`src/rtl/ram_output_ctrl_if.sv`:
```
// Bundle of the MAC write, host read, classify and external RAM signals
// of the output-RAM controller. The controller uses the slave view; the
// surrounding system (MAC, host, RAM) uses the master view.
interface ram_output_ctrl_if #(
  parameter int DATA_WIDTH = 8,
  parameter int ADDR_WIDTH = 4
);
  // MAC write request
  logic                  mac_valid;
  logic [ADDR_WIDTH-1:0] mac_addr;
  logic [DATA_WIDTH-1:0] mac_data;
  logic                  mac_ready;
  // host single-word read
  logic                  rd_req;
  logic [ADDR_WIDTH-1:0] rd_addr;
  logic                  rd_ack;
  logic [DATA_WIDTH-1:0] rd_data;
  // classify (argmax)
  logic                  cls_start;
  logic                  cls_busy;
  logic                  cls_done;
  logic [ADDR_WIDTH-1:0] cls_idx;
  logic [DATA_WIDTH-1:0] cls_max;
  // external RAM drive and read data
  logic [ADDR_WIDTH-1:0] ram_addr;
  logic [DATA_WIDTH-1:0] ram_data;
  logic                  ram_we;
  logic [DATA_WIDTH-1:0] ram_q;

  modport slave (
    input  mac_valid, mac_addr, mac_data, rd_req, rd_addr, cls_start, ram_q,
    output mac_ready, rd_ack, rd_data, cls_busy, cls_done, cls_idx, cls_max,
           ram_addr, ram_data, ram_we
  );

  modport master (
    output mac_valid, mac_addr, mac_data, rd_req, rd_addr, cls_start, ram_q,
    input  mac_ready, rd_ack, rd_data, cls_busy, cls_done, cls_idx, cls_max,
           ram_addr, ram_data, ram_we
  );
endinterface

```
`src/rtl/ram_output_ctrl.sv`:
```
// Output-RAM controller: takes MAC result writes, serves host single-word
// reads and runs an argmax scan over all RAM entries. The RAM registers its
// address, so read data arrives one cycle after the address is driven.
// Arbitration happens only in IDLE (write > read > classify); anything else
// simply waits because requesters hold their request lines.
module ram_output_ctrl #(
  parameter int DATA_WIDTH = 8,
  parameter int ADDR_WIDTH = 4
) (
  input  logic            clk,
  input  logic            rst_n,
  ram_output_ctrl_if.slave bus
);

  typedef enum logic [1:0] {
    IDLE      = 2'd0,
    RD_WAIT   = 2'd1,
    SCAN      = 2'd2,
    SCAN_LAST = 2'd3
  } state_t;

  localparam logic [ADDR_WIDTH-1:0] ZERO_A = {ADDR_WIDTH{1'b0}};
  localparam logic [ADDR_WIDTH-1:0] ONE_A  = {{(ADDR_WIDTH-1){1'b0}}, 1'b1};
  localparam logic [ADDR_WIDTH-1:0] LAST_A = {ADDR_WIDTH{1'b1}};
  localparam logic [DATA_WIDTH-1:0] ZERO_D = {DATA_WIDTH{1'b0}};

  state_t                state_r;
  state_t                next_state_s;
  logic [ADDR_WIDTH-1:0] cnt_r;
  logic [DATA_WIDTH-1:0] run_max_r;
  logic [ADDR_WIDTH-1:0] run_idx_r;
  logic [ADDR_WIDTH-1:0] cls_idx_r;
  logic [DATA_WIDTH-1:0] cls_max_r;
  logic [DATA_WIDTH-1:0] rd_data_r;
  logic                  rd_ack_r;
  logic                  cls_done_r;
  logic                  cls_busy_r;

  logic                  idle_s;
  logic                  wr_acc_s;
  logic                  rd_acc_s;
  logic                  cls_acc_s;
  logic                  take_s;
  logic [DATA_WIDTH-1:0] cand_max_s;
  logic [ADDR_WIDTH-1:0] cand_idx_s;
  logic [ADDR_WIDTH-1:0] ram_addr_s;

  // Request decode: which request (if any) wins the IDLE arbitration
  always_comb begin
    idle_s    = (state_r == IDLE);
    wr_acc_s  = idle_s & bus.mac_valid;
    // rd_ack still high means the host has not yet dropped the served request
    rd_acc_s  = idle_s & ~bus.mac_valid & bus.rd_req & ~rd_ack_r;
    cls_acc_s = idle_s & ~bus.mac_valid & ~bus.rd_req & bus.cls_start;
  end

  // Running-maximum candidate: entry 0 loads unconditionally, later entries
  // only replace on a strictly greater value so ties keep the lowest index
  always_comb begin
    take_s = ((state_r == SCAN) && (cnt_r == ONE_A)) || (bus.ram_q > run_max_r);
    if (take_s) begin
      cand_max_s = bus.ram_q;
      cand_idx_s = cnt_r - ONE_A;   // ram_q belongs to the previous address
    end else begin
      cand_max_s = run_max_r;
      cand_idx_s = run_idx_r;
    end
  end

  // State register
  always_ff @(posedge clk or negedge rst_n) begin
    if (!rst_n) begin
      state_r <= IDLE;
    end else begin
      state_r <= next_state_s;
    end
  end

  // Next-state logic
  always_comb begin
    next_state_s = state_r;
    case (state_r)
      IDLE: begin
        if (rd_acc_s) begin
          next_state_s = RD_WAIT;
        end else if (cls_acc_s) begin
          next_state_s = SCAN;
        end else begin
          next_state_s = IDLE;   // a write keeps the FSM in IDLE
        end
      end
      RD_WAIT: next_state_s = IDLE;
      SCAN: begin
        if (cnt_r == LAST_A) begin
          next_state_s = SCAN_LAST;
        end else begin
          next_state_s = SCAN;
        end
      end
      SCAN_LAST: next_state_s = IDLE;
      default:   next_state_s = IDLE;
    endcase
  end

  // Output decode: RAM address mux and write handshake
  always_comb begin
    ram_addr_s = ZERO_A;
    case (state_r)
      IDLE: begin
        if (bus.mac_valid) begin
          ram_addr_s = bus.mac_addr;
        end else if (rd_acc_s) begin
          ram_addr_s = bus.rd_addr;
        end else begin
          ram_addr_s = ZERO_A;     // covers classify accept (entry 0) and no request
        end
      end
      SCAN:    ram_addr_s = cnt_r;
      default: ram_addr_s = ZERO_A;
    endcase
  end

  assign bus.mac_ready = idle_s;
  assign bus.ram_we    = wr_acc_s;
  assign bus.ram_addr  = ram_addr_s;
  assign bus.ram_data  = bus.mac_data;
  assign bus.rd_ack    = rd_ack_r;
  assign bus.rd_data   = rd_data_r;
  assign bus.cls_busy  = cls_busy_r;
  assign bus.cls_done  = cls_done_r;
  assign bus.cls_idx   = cls_idx_r;
  assign bus.cls_max   = cls_max_r;

  // Scan counter, running maximum and published classify result
  always_ff @(posedge clk or negedge rst_n) begin
    if (!rst_n) begin
      cnt_r     <= ZERO_A;
      run_max_r <= ZERO_D;
      run_idx_r <= ZERO_A;
      cls_idx_r <= ZERO_A;
      cls_max_r <= ZERO_D;
    end else begin
      case (state_r)
        IDLE: begin
          if (cls_acc_s) begin
            cnt_r <= ONE_A;
          end else begin
            cnt_r <= ZERO_A;
          end
        end
        SCAN: begin
          cnt_r     <= cnt_r + ONE_A;   // wraps to zero entering SCAN_LAST
          run_max_r <= cand_max_s;
          run_idx_r <= cand_idx_s;
        end
        SCAN_LAST: begin
          cnt_r     <= ZERO_A;
          cls_idx_r <= cand_idx_s;      // last entry is folded in here
          cls_max_r <= cand_max_s;
        end
        default: begin
          cnt_r <= ZERO_A;
        end
      endcase
    end
  end

  // Read data capture and the one-cycle ack/done pulses plus busy flag
  always_ff @(posedge clk or negedge rst_n) begin
    if (!rst_n) begin
      rd_data_r  <= ZERO_D;
      rd_ack_r   <= 1'b0;
      cls_done_r <= 1'b0;
      cls_busy_r <= 1'b0;
    end else begin
      if (state_r == RD_WAIT) begin
        rd_data_r <= bus.ram_q;
      end else begin
        rd_data_r <= rd_data_r;
      end
      rd_ack_r   <= (state_r == RD_WAIT);
      cls_done_r <= (state_r == SCAN_LAST);
      cls_busy_r <= (next_state_s == SCAN) || (next_state_s == SCAN_LAST);
    end
  end

endmodule
```
`src/flat_wrapper.sv`:
```
// flat-port wrapper written by rule: the top's interface ports become plain ports
module ram_output_ctrl_flat 
#(
  parameter int DATA_WIDTH = 8,
  parameter int ADDR_WIDTH = 4
)
  (clk, rst_n, bus_mac_valid, bus_mac_addr, bus_mac_data, bus_rd_req, bus_rd_addr, bus_cls_start, bus_ram_q, bus_mac_ready, bus_rd_ack, bus_rd_data, bus_cls_busy, bus_cls_done, bus_cls_idx, bus_cls_max, bus_ram_addr, bus_ram_data, bus_ram_we);
  ram_output_ctrl_if #(.DATA_WIDTH(DATA_WIDTH), .ADDR_WIDTH(ADDR_WIDTH)) bus_i ();
  input  logic clk;
  input  logic rst_n;
  input wire logic [$bits(bus_i.mac_valid)-1:0] bus_mac_valid;
  input wire logic [$bits(bus_i.mac_addr)-1:0] bus_mac_addr;
  input wire logic [$bits(bus_i.mac_data)-1:0] bus_mac_data;
  input wire logic [$bits(bus_i.rd_req)-1:0] bus_rd_req;
  input wire logic [$bits(bus_i.rd_addr)-1:0] bus_rd_addr;
  input wire logic [$bits(bus_i.cls_start)-1:0] bus_cls_start;
  input wire logic [$bits(bus_i.ram_q)-1:0] bus_ram_q;
  output wire logic [$bits(bus_i.mac_ready)-1:0] bus_mac_ready;
  output wire logic [$bits(bus_i.rd_ack)-1:0] bus_rd_ack;
  output wire logic [$bits(bus_i.rd_data)-1:0] bus_rd_data;
  output wire logic [$bits(bus_i.cls_busy)-1:0] bus_cls_busy;
  output wire logic [$bits(bus_i.cls_done)-1:0] bus_cls_done;
  output wire logic [$bits(bus_i.cls_idx)-1:0] bus_cls_idx;
  output wire logic [$bits(bus_i.cls_max)-1:0] bus_cls_max;
  output wire logic [$bits(bus_i.ram_addr)-1:0] bus_ram_addr;
  output wire logic [$bits(bus_i.ram_data)-1:0] bus_ram_data;
  output wire logic [$bits(bus_i.ram_we)-1:0] bus_ram_we;
  assign bus_i.mac_valid = bus_mac_valid;
  assign bus_i.mac_addr = bus_mac_addr;
  assign bus_i.mac_data = bus_mac_data;
  assign bus_i.rd_req = bus_rd_req;
  assign bus_i.rd_addr = bus_rd_addr;
  assign bus_i.cls_start = bus_cls_start;
  assign bus_i.ram_q = bus_ram_q;
  assign bus_mac_ready = bus_i.mac_ready;
  assign bus_rd_ack = bus_i.rd_ack;
  assign bus_rd_data = bus_i.rd_data;
  assign bus_cls_busy = bus_i.cls_busy;
  assign bus_cls_done = bus_i.cls_done;
  assign bus_cls_idx = bus_i.cls_idx;
  assign bus_cls_max = bus_i.cls_max;
  assign bus_ram_addr = bus_i.ram_addr;
  assign bus_ram_data = bus_i.ram_data;
  assign bus_ram_we = bus_i.ram_we;
  ram_output_ctrl #(.DATA_WIDTH(DATA_WIDTH), .ADDR_WIDTH(ADDR_WIDTH)) u_core (.clk(clk), .rst_n(rst_n), .bus(bus_i));
endmodule
```
`config.mk`:
```
export PLATFORM = sky130hd
export DESIGN_NAME = ram_output_ctrl_flat
export DESIGN_NICKNAME = d
export VERILOG_FILES = /design/src/rtl/ram_output_ctrl_if.sv /design/src/rtl/ram_output_ctrl.sv /design/src/flat_wrapper.sv
export SDC_FILE = /design/constraint.sdc
export NUM_CORES = 1
export LEC_CHECK = 0
export CAP_MARGIN = 25
export CORE_ASPECT_RATIO = 0.6
export CORE_MARGIN = 4
export CORE_UTILIZATION = 50
export CTS_CLUSTER_DIAMETER = 150
export CTS_CLUSTER_SIZE = 16
export DETAILED_ROUTE_END_ITERATION = 10
export MAX_ROUTING_LAYER = met4
export PLACE_DENSITY = 0.85
export SYNTH_ARGS = -nofsm -noshare
export SYNTH_HDL_FRONTEND = slang
export SYNTH_SLANG_ARGS = --single-unit
```
`constraint.sdc`:
```
create_clock -name clk -period 4.8 [get_ports clk]
set_input_delay 0.96 -clock clk [delete_from_list [all_inputs] [get_ports clk]]
set_output_delay 0.96 -clock clk [all_outputs]
set_load 0.03 [all_outputs]
```
==> run_results.csv <==
group,metric,value,unit
sta,fin_tns_setup,0,ns
sta,period_minus_slack,3.71,ns
drt,drc_errors,0,
drt,wire_per_inst,15.8,um
clock_tree,clk_latency,0.30,ns
drt,drtPass1Iterations,5,
hold_path,min_path_type,"flop to flop",
floorplanning,io_pins,66,
logic_synthesis,syn-instance-count,202,
power_and_ir_drop,clockPowerShare,0.147,
run,maxCapViolations,0,
drt,drt_iter0_drc,114,
layout,antenna_cells,0,
floorplanning,fp.dieW,92.9,um
clock_tree,htreeDepth,2,
layout,final_cell_mix,"clkdlybuf4s50_1, dfrtp_1, nor2_1",
sta,hold_viol_final,0,
placed_design,dp_cells,292,
worst_setup_path,reg2reg_setup_slack,2.15,ns
layout,final_layout_size_suffix_gt1_frac,0.133,
layout,fin_util,0.658,
floorplanning,core_area,4140,sq um
placed_design,dp_hpwl,3.44,mm
sta,whs,0.495,ns
hold_path,worstHoldEndpoint,"u_core.bus.cls_idx[2]",
sta,tightest_slew,0.874,ns
placed_design,gp_congestion,0.844,
layout,layout.cells.most_common,"clkdlybuf4s50_1",
floorplanning,initial_utilization,0.522,
global_routing,grt_use_total,0.195,
sta,clock_skew,0.00419,ns
clock_tree,cts_max_path_buffers,2,
worst_setup_path,rr_worst_depth,7,
power_and_ir_drop,power_leakage,1.24,nW
placed_design,port_buffers,49,
clock_tree,root_buffer,"clkbuf_8",
global_routing,antenna_found_initial,0,
logic_synthesis,synthesis.area,2160,sq um
drt,vias,1578,
drt,finalWirelength,4.73,mm
power_and_ir_drop,powerDensity,721,nW/um^2
clock_tree,clk_pin_slew_worst_paths,0.08,ns
hold_path,holdPathStages,2,
worst_setup_path,r2r_start,"u_core.run_max_r[7]",
power_and_ir_drop,p_int,1.15,mW
logic_synthesis,avgSynthCellArea,10.7,sq um
sta,maxSlewHeadroom,0.417,
power_and_ir_drop,p_comb_frac,0.542,
global_routing,grt_pass1_vias,1604,
drt,vias_per_cell,5.26,
logic_synthesis,synth_cell_types,38,
logic_synthesis,ys_ff_latch,41,
floorplanning,die_y,59.0,um
clock_tree,cts.sinks,41,
sta,finalSetupViolations,0,
power_and_ir_drop,seqPwrFrac,0.311,
hold_path,hold_start,"u_core.bus.cls_idx[2]",
floorplanning,rows,18,
outcome,run_status,"finished, final reports clean",
worst_setup_path,worstPathMaxFanout,5,
worst_setup_path,cp-end-kind,"primary output",
worst_setup_path,cp-start-kind,"primary input",
sta,slew_violations,0,
clock_tree,cts_buffers,5,
clock_tree,hold_buffers,0,
logic_synthesis,ys_seq_area_frac,0.474,
global_routing,grt_pass1_wl,7.85,mm
power_and_ir_drop,p_switching,0.811,mW
layout,syn_to_final_growth,26.0,%
layout,nFillCells,349,
power_and_ir_drop,switching_share,0.413,
global_routing,grt_max_degree,42,
worst_setup_path,crit_type,"primary input to primary output",
worst_setup_path,timing.critical_path.arrival,2.75,ns
power_and_ir_drop,peakVddDrop,0.363,mV
worst_setup_path,r2r-end,"u_core.run_max_r[1]",
sta,rsz0062_at_grt,"no",
logic_synthesis,syn-num-nets,242,
power_and_ir_drop,finalPower,1.96,mW
clock_tree,post_cts_buffers,0,
sta,fin_crit_sh,0.773,
clock_tree,cts_resized,0,
layout,instances_no_fill,300,
worst_setup_path,required,3.84,ns
layout,nets,279,
drt,ant_nets,0,
floorplanning,dieArea,5480,sq um
sta,fmax,270,MHz
logic_synthesis,yosysWarnings,0,
global_routing,grt-ovfl-total,0,
clock_tree,cts_tree,"done",
flip-flops by register name, indices dropped and copies added (netlist names), 2 cells and up:
register            flops
u_core.bus.cls_max      8
u_core.bus.rd_data      8
u_core.run_max_r        8
u_core.bus.cls_idx      4
u_core.cnt_r            4
u_core.run_idx_r        4
u_core.state_r          2
synth_stat cells (all sizes together):
| master | count | area, sq um |
|---|---|---|
| a211o | 1 | 8.76 |
| a211oi | 1 | 12.5 |
| a21o | 1 | 7.51 |
| a21oi | 5 | 25.0 |
| a222oi | 4 | 40.0 |
| a31oi | 10 | 62.6 |
| a41o | 1 | 10.0 |
| and2 | 2 | 12.5 |
| and2b | 1 | 7.51 |
| and3 | 1 | 6.26 |
| buf | 12 | 90.1 |
| clkbuf | 8 | 31.3 |
| dfrtp | 41 | 1030 |
| ha | 11 | 138 |
| inv | 15 | 56.3 |
| mux2 | 18 | 236 |
| mux2i | 2 | 20.0 |
| nand2 | 5 | 18.8 |
| nand2b | 2 | 12.5 |
| nand3 | 11 | 55.1 |
| nand4 | 2 | 18.8 |
| nor2 | 21 | 81.3 |
| nor2b | 2 | 12.5 |
| nor3 | 3 | 15.0 |
| nor3b | 2 | 15.0 |
| o211ai | 1 | 12.5 |
| o21ai | 12 | 60.1 |
| o31ai | 3 | 36.3 |
| xnor2 | 1 | 8.76 |
| xor2 | 3 | 26.3 |
how the worst max path moves through the flow:
stage | from | end | slack, ns | cells after the start
after floorplan | u_core.state_r[1] | bus_ram_addr[0] | 1.71 | 6
after global placement | bus_mac_valid | bus_ram_addr[3] | 1.13 | 6
after detailed placement | bus_mac_valid | bus_ram_addr[1] | 1.10 | 6
after CTS | bus_mac_valid | bus_ram_addr[1] | 1.11 | 6
after global routing | bus_mac_valid | bus_ram_addr[0] | 1.03 | 6
final | bus_mac_valid | bus_ram_addr[1] | 1.09 | 6
metal layers:
layer / part of all wire / wire (um) / track usage / vias up
li1: - / - / - / 776
met1: 0.50 / 2390 / 0.280 / 755
met2: 0.43 / 2020 / 0.270 / 42
met3: 0.061 / 289 / 0.0651 / 5
met4: 0.0080 / 38 / 0.0376 / 0
met5: 0 / 0 / - / -
cell type report:
class | instances | area, sq um | area share
Timing Repair Buffer | 50 | 493 | 0.181
Multi-Input combinational cell | 126 | 960 | 0.352
Clock buffer | 7 | 86.3 | 0.0317
Inverter | 15 | 56.3 | 0.0207
Tap cell | 60 | 75.1 | 0.0275
Sequential cell | 41 | 1030 | 0.376
Clock inverter | 1 | 30.0 | 0.0110
cell families after synthesis:
family / after synthesis / share of synthesized area
AND/OR/NAND/NOR: 52 / 0.118
buffers and inverters: 35 / 0.0821
adder cells (fa/ha/maj): 11 / 0.0636
multiplexers: 20 / 0.119
AO/OA/AOI/OAI: 39 / 0.127
flip-flops: 41 / 0.474
XOR/XNOR: 4 / 0.0162
worst max-delay path, stage by stage:
cell	delay, ns
clkdlybuf4s50_1	0.50
nor2_1	0.06
and3_1	0.24
a222oi_1	0.32
nor2_1	0.07
clkdlybuf4s50_1	0.61
power groups by stage:
stage	Combinational (mW)	Sequential [mW]	Clock, mW
4_1_cts	1.07	0.611	0.292
3_3_place_gp	1.04	0.612	0
5_1_grt	1.15	0.635	0.307
3_5_place_dp	1.06	0.614	0
6_report	1.06	0.611	0.288
2_1_floorplan	0.590	0.757	0
per-stage QoR:
stage,instance area (sq um),setup WS (ns)
finish,2730,1.09
CTS,2730,1.11
floorplan,2160,1.71
global route,2730,1.03
detailed placement,2610,1.10
global placement,2610,1.13
Power figures use the tool's default switching activity.
